$ cat config.mk
export PLATFORM = sky130hd
export DESIGN_NAME = instr_fetch
export DESIGN_NICKNAME = d
export VERILOG_FILES = /design/src/rtl/instr_fetch.sv
export SDC_FILE = /design/constraint.sdc
export NUM_CORES = 1
export LEC_CHECK = 0
export CAP_MARGIN = 20
export CORE_UTILIZATION = 36
export CTS_CLUSTER_SIZE = 10
export DETAILED_ROUTE_END_ITERATION = 8
export HOLD_SLACK_MARGIN = 0.06
export PLACE_DENSITY = 0.63
export SLEW_MARGIN = 10
export SYNTH_ARGS = -nofsm -noshare
export SYNTH_HDL_FRONTEND = slang
export SYNTH_SLANG_ARGS = --single-unit
$ cat constraint.sdc
create_clock -name clk -period 7.7 [get_ports clk]
set_clock_uncertainty 0.15 [all_clocks]
set_input_delay 1.925 -clock clk [delete_from_list [all_inputs] [get_ports clk]]
set_output_delay 1.925 -clock clk [all_outputs]
set_load 0.02 [all_outputs]
$ cat src/rtl/instr_fetch.sv
// rtl/instr_fetch.sv - instruction fetch unit: PC, single-outstanding imem requests, instruction buffer
// Optional FETCH_PERF_CNT_EN adds perf_fetched/perf_stall counters.
module instr_fetch #(
  parameter logic [31:0] RESET_PC   = 32'h0000_0000,
  parameter int          FIFO_DEPTH = 2
) (
  input  logic        clk,
  input  logic        rst,
  output logic        imem_req_valid,
  input  logic        imem_req_ready,
  output logic [31:0] imem_req_addr,
  input  logic        imem_rsp_valid,
  input  logic [31:0] imem_rsp_data,
  input  logic        redirect_valid,
  input  logic [31:0] redirect_pc,
  output logic        instr_valid,
  input  logic        instr_ready,
  output logic [31:0] encoded_value,
  output logic [31:0] instr_pc,
`ifdef FETCH_PERF_CNT_EN
  output logic [31:0] perf_fetched,
  output logic [31:0] perf_stall,
`endif
  output logic        fetch_fault
);

  localparam int AW = $clog2(FIFO_DEPTH);
  localparam int CW = AW + 1;

  typedef enum logic [1:0] {
    S_FETCH,
    S_WAIT,
    S_KILL,
    S_HALT
  } state_t;

  state_t         state_q, state_d;
  logic [31:0]    pc_q, pc_d;
  logic           fault_q, fault_d;

  logic [31:0]    buf_data [FIFO_DEPTH];
  logic [31:0]    buf_pc   [FIFO_DEPTH];
  logic [AW-1:0]  wr_ptr, rd_ptr;
  logic [CW-1:0]  count;

  logic fifo_empty, fifo_full;
  logic req_fire, push, pop;
  logic outstanding_after;
  logic redirect_misaligned;

  assign fifo_empty          = (count == '0);
  assign fifo_full           = (count == CW'(FIFO_DEPTH));
  assign req_fire            = imem_req_valid && imem_req_ready;
  assign redirect_misaligned = (redirect_pc[1:0] != 2'b00);

  // Only WAIT delivers into the buffer; a redirect kills the response landing with it.
  assign push = (state_q == S_WAIT) && imem_rsp_valid && !redirect_valid;
  assign pop  = instr_valid && instr_ready && !redirect_valid;

  always_ff @(posedge clk) begin
    if (rst) begin
      state_q <= S_FETCH;
      pc_q    <= RESET_PC;
      fault_q <= 1'b0;
    end else begin
      state_q <= state_d;
      pc_q    <= pc_d;
      fault_q <= fault_d;
    end
  end

  always_comb begin
    state_d           = state_q;
    pc_d              = pc_q;
    fault_d           = fault_q;
    imem_req_valid    = 1'b0;
    outstanding_after = 1'b0;

    case (state_q)
      S_FETCH: begin
        // Buffer has no outstanding slot here, so only the stored count gates a request.
        imem_req_valid = !rst && !fifo_full;
        if (req_fire) begin
          pc_d    = pc_q + 32'd4;
          state_d = S_WAIT;
        end
      end
      S_WAIT: begin
        if (imem_rsp_valid) state_d = S_FETCH;
      end
      S_KILL: begin
        if (imem_rsp_valid) state_d = fault_q ? S_HALT : S_FETCH;
      end
      S_HALT: begin
        state_d = S_HALT;
      end
      default: state_d = S_FETCH;
    endcase

    if (redirect_valid) begin
      pc_d    = redirect_pc;
      fault_d = redirect_misaligned;
      // A response arriving with the redirect is the stale one, so nothing stays in flight.
      outstanding_after = req_fire ||
                          (((state_q == S_WAIT) || (state_q == S_KILL)) && !imem_rsp_valid);
      if (outstanding_after)        state_d = S_KILL;
      else if (redirect_misaligned) state_d = S_HALT;
      else                          state_d = S_FETCH;
    end
  end

  assign imem_req_addr = pc_q;
  assign fetch_fault   = fault_q;

  always_ff @(posedge clk) begin
    if (rst || redirect_valid) begin
      wr_ptr <= '0;
      rd_ptr <= '0;
      count  <= '0;
    end else begin
      if (push) wr_ptr <= wr_ptr + AW'(1);
      if (pop)  rd_ptr <= rd_ptr + AW'(1);
      case ({push, pop})
        2'b10:   count <= count + CW'(1);
        2'b01:   count <= count - CW'(1);
        default: count <= count;
      endcase
    end
  end

  always_ff @(posedge clk) begin
    if (push) begin
      buf_data[wr_ptr] <= imem_rsp_data;
      buf_pc[wr_ptr]   <= pc_q - 32'd4;
    end
  end

  assign instr_valid   = !fifo_empty;
  assign encoded_value = fifo_empty ? 32'd0 : buf_data[rd_ptr];
  assign instr_pc      = fifo_empty ? 32'd0 : buf_pc[rd_ptr];

`ifdef FETCH_PERF_CNT_EN
  always_ff @(posedge clk) begin
    if (rst) begin
      perf_fetched <= 32'd0;
      perf_stall   <= 32'd0;
    end else begin
      if (pop) perf_fetched <= perf_fetched + 32'd1;
      if (fifo_empty && (state_q != S_HALT)) perf_stall <= perf_stall + 32'd1;
    end
  end
`endif

endmodule

# Yosys cells after proc, flatten, opt, wreduce, memory -nomap -nowiden
# Memory sizes are Yosys's and may differ from the RTL's. A register that Yosys moved wholly into a read port is not among the register bits.
# Cells that the tools add are included.
op_classes:
  n_addsub: 6
  eq_ne: 9
  n_mux: 21
  reduce_logical: 23
ops:
  columns: ["op", "count"]
  rows:
  - ["two-way mux 32 bit", 5]
  - ["adder 32 x 3 -> 32 bit, second input constant", 1]
  - ["subtractor 32 x 3 -> 32 bit, second input constant", 1]
  - ["two-way mux 2 bit", 7]
  - ["!= test 3 bit, second input constant", 3]
  - ["equality test 2 bit, second input constant", 4]
  - ["case mux 2 bit (4 select lines)", 1]
  - ["nonzero test 2 bit", 4]
  - ["logical AND 1 bit", 7]
  - ["two-way mux 1 bit", 7]
  - ["zero test 1 bit", 5]
  - ["equality test 2 x 1 -> 1 bit, second input constant", 2]
  - ["zero test 2 bit", 2]
  - ["case mux 2 bit (2 select lines)", 1]
  - ["logical OR 1 bit", 3]
  - ["AND reduction 3 bit", 1]
  - ["adder 1 bit, second input constant", 2]
  - ["adder 2 x 1 -> 2 bit, second input constant", 1]
  - ["AND reduction 2 bit", 1]
  - ["subtractor 2 x 1 -> 2 bit, second input constant", 1]
totals:
  ff_bits: 39
  ram_bits: 128
  in_bits: 70
  output_inout_bits: 99
  word_cells: 67
  memories: 2
memory_table:
  columns: ["memory", "words", "width", "read_ports", "rd_clocked_by_memory_dff", "wr", "line", "rtl"]
  rows:
  - ["buf_data", 2, 32, 1, 1, 1, "41", "logic [31:0] buf_data [FIFO_DEPTH];"]
  - ["buf_pc", 2, 32, 1, 1, 1, "42", "logic [31:0] buf_pc [FIFO_DEPTH];"]

# Logic depth before layout (Yosys ltp)
logic_depth:
  depth_word: 8
  depth_mapped: 9
  ltp_nobuf: 9

# Worst setup path after synthesis
# OpenSTA, ideal clock, no wires.
synth_timing:
  path_type: "input to register"
  from: "in redirect_valid"
  to: "mem buf_data[0][0] (enable)"
  setup_ns: 0.487
  t_arrival_ns: 4.887
  required_ns: 7.063
  setup_slack_ns: 2.177
  stages: 3
  path_buffers: 0
  path_cell_list: "inv_1 -> nand3_1 -> nor2_1"
synth_via:
  elab_chain_len: 4
synth_rtl:
  columns: ["element", "line", "rtl"]
  rows:
  - ["start, declared", "14", "input logic redirect_valid,"]
  - ["zero test 1 bit", "57", "assign push = (state_q == S_WAIT) && imem_rsp_valid && !redirect_valid;"]
  - ["logical AND 1 bit", "57", null]
  - ["two-way mux 1 bit", "132", "if (push) begin"]
  - ["two-way mux 1 bit (implied by the code)", "133", "buf_data[wr_ptr] <= imem_rsp_data;"]
  - ["end, declared", "41", null]
# Every way passes these cells.

# Worst setup path after layout
layout_timing:
  from: "in rst"
  to: "out imem_req_valid"
layout_via:
  elab_chain_len: 3
layout_rtl:
  columns: ["element", "line", "rtl"]
  rows:
  - ["start, declared", "8", "input logic rst,"]
  - ["zero test 1 bit", "82", "imem_req_valid = !rst && !fifo_full;"]
  - ["logical AND 1 bit", "82", null]
  - ["two-way mux 1 bit", "79", "case (state_q)"]
  - ["end, declared", "9", "output logic imem_req_valid,"]
# Every way passes these cells.

==> flow_summary.toml <==
[placed_design]
port-buffer-count = 168
gp_congestion = 0.851
hpwl_um = 12900
place_area_mm2 = 0.00971

[power]
power_leakage_nw = 3.26
sw_frac_of_total_pct = 24.3
p_per_area_mw_per_mm2 = 205
switchingPower_mw = 0.514
combPwrFrac_pct = 10.6
pwr-share-seq_pct = 49.5
ir_worst_vdd_v = 0.000141
power.total_mw = 2.11
clockPowerShare_pct = 40.0
intPower_mw = 1.60

[logic_synthesis]
synth_top_family_by_area = "simple AND/OR/NAND/NOR gates"
ys_warn_count = 0
async_reset_ff_share_pct = 0
synthMuxAreaShare_pct = 8.57
synthSimpleGateAreaFrac_pct = 16.8
synthesis.area_mm2 = 0.00783
synthAdderAreaFrac_pct = 1.12
synth_edf_count = 128
synth_ff_type = "edfxtp_1"
synth_compound_area_share_pct = 6.73
synth_seq_area_share_pct = 59.4
synth.distinct_cells = 51
synthCells = 669
syn_avg_cell_area_um2 = 11.7
synth_xor_area_share_pct = 3.92
synth_nets = 746
ys_ff_latch = 168

[timing]
fin_crit_ns = 5.67
drv_slew = 0
max_slew.worst_pin.slew_ns = 0.837
fin_setup_tns_ns = 0
max-slew-margin-rel_pct = 44.2
post-route-period-util_pct = 73.6
max_freq_ghz = 0.176
rsz0062_at_grt = "no"
hold_viol = 0
setup_viol = 0

[floorplan]
fp-row-count = 53
io_pins = 169
die_w_um = 149
start_util_pct = 37.0
die_h_um = 149
dieArea_mm2 = 0.0223
design.core.area_mm2 = 0.0212

[grt]
grt_start_max_net_pins = 51
grt_pass1_vias = 5309
grt.total_usage_pct = 17.4
grt_pass1_wl_um = 29400
overflow = 0
antenna_found_initial = 0

[critical_path]
crit_fanout = 43
end_kind = "output pin"
critPathLaunchType = "input pin"
critPathKind = "input pin to output pin"
required_ns = 5.62
cp.arrival_ns = 3.59

[layout]
final_area_mm2 = 0.0103
mostFrequentLayoutCell = "clkdlybuf4s50_1"
drive_gt1_share_pct = 5.83
nets = 888
area_growth_pct = 31.8
final_cell_mix = "clkdlybuf4s50_1, edfxtp_1, nor2_1"
diodes = 0
fillers = 1887

[detailed_routing]
drt-pass1-iter-count = 4
route.detailed.drc = 0
wl_per_cell_um = 17.3
drt-total-wl_um = 19100
vias = 5699
drt_iter0_drc = 272
ant_nets = 0
viasPerCell = 5.19

[clock_tree]
cts.repair.resized = 0
post_cts_buffers = 0
cts_hold_buffers = 0
clock_latency_ns = 0.42
cts-root-buf = "clkbuf_16"
numCtsBuffers = 17
clock_sinks = 168
clk_pin_slew_ns = 0.06
cts_tree = "done"
h-tree-depth = 4
clock_path_buffers = 2

[hold_path]
hold_class = "flop to flop"

[run_status]
status = "complete, no violations"

[run]
cap_violations = 0
-- cells by family after synthesis --
logic type,after synthesis
flops,168
compound gates,71
simple gates,255
xor+xnor,35
fa+ha+maj,7
buf+inv,66
mux,67
-- per-layer routing --
metal  part of all wire, %  global-route usage, %
met1                    46                   24.1
met2                    46                   27.2
met3                   6.4                   3.54
met4                  0.83                   5.10
met5                     0                      0
-- worst paths after layout --
kind                     from  cells after the start  slack (ns)                 to
min          imem_req_addr[1]                      0        0.38       buf_pc[1][1]
max reg2reg        state_q[1]                      6        4.89  imem_req_addr[15]
max                       rst                      5        2.03     imem_req_valid
min reg2reg  imem_req_addr[1]                      0        0.38       buf_pc[1][1]
-- layout make-up --
type	count	area, µm²	area share, %
well taps	275	344	3.34
repair buffers	176	1740	16.9
inverters	13	48.8	0.473
flip-flops and latches	168	4650	45.1
clock buffers	17	425	4.13
clock inverters	15	173	1.67
multi-input cells	435	2930	28.4
-- synthesized netlist by cell type, types with 2 or more instances --
library cell	n	share of area (%)
nor4_1	8	0.64
o21ai_0	14	0.90
buf_4	4	0.38
nand3b_1	2	0.19
buf_2	2	0.13
xnor2_1	27	3.0
a2111oi_0	2	0.22
inv_1	13	0.62
nand4_1	17	1.4
xor2_1	8	0.90
or3_1	13	1.0
nor3b_1	2	0.19
or2_2	2	0.16
nand4_2	2	0.32
nand4b_1	3	0.34
mux2i_1	67	8.6
a311oi_1	17	1.9
a21oi_1	2	0.13
edfxtp_1	128	49
buf_1	7	0.34
and3_1	9	0.72
ha_1	7	1.1
and4_1	5	0.56
nor3_1	15	0.96
o31ai_1	15	1.4
nor2b_1	6	0.48
nand3_1	23	1.5
a22oi_1	5	0.48
dfxtp_1	40	10
nor4b_1	2	0.22
or4_1	16	1.5
a211oi_1	6	0.58
nor2_1	103	4.9
clkbuf_1	39	1.9
nand2_1	18	0.86
nand2b_1	5	0.40
-- metrics by stage --
step | worst slack [ns] | std cells | util, % | hold slack (ns)
2_1_floorplan | 2.18 | 669 | - | 0.370
3_3_place_gp | 2.04 | 1067 | 45.9 | 0.379
3_5_place_dp | 2.04 | 1067 | 45.9 | 0.376
4_1_cts | 2.03 | 1099 | 48.7 | 0.389
5_1_grt | 1.94 | 1099 | 48.7 | 0.391
6_report | 2.03 | 1099 | 48.7 | 0.379
-- power by group through the flow --
stage | registers [mW] | logic, mW | clock network, mW
finish | 1.05 | 0.223 | 0.845
global route | 1.05 | 0.242 | 0.898
CTS | 1.05 | 0.225 | 0.869
detailed placement | 1.07 | 0.224 | 0
global placement | 1.07 | 0.222 | 0
floorplan | 1.06 | 0.118 | 0
-- sequential cells by signal, indices dropped and copies added (netlist names), named ones only --
name           flops
buf_pc            64
wr_ptr             1
buf_data          64
fetch_fault        1
rd_ptr             1
imem_req_addr     32
state_q            2
count              2
-- critical path: stages --
cell and delay, ns:
clkdlybuf4s50_1 0.45, buf_4 0.40, nand2b_1 0.21, nor2_1 0.05
clkdlybuf4s50_1 0.55
Note: power is estimated with default switching activity, not from simulation.
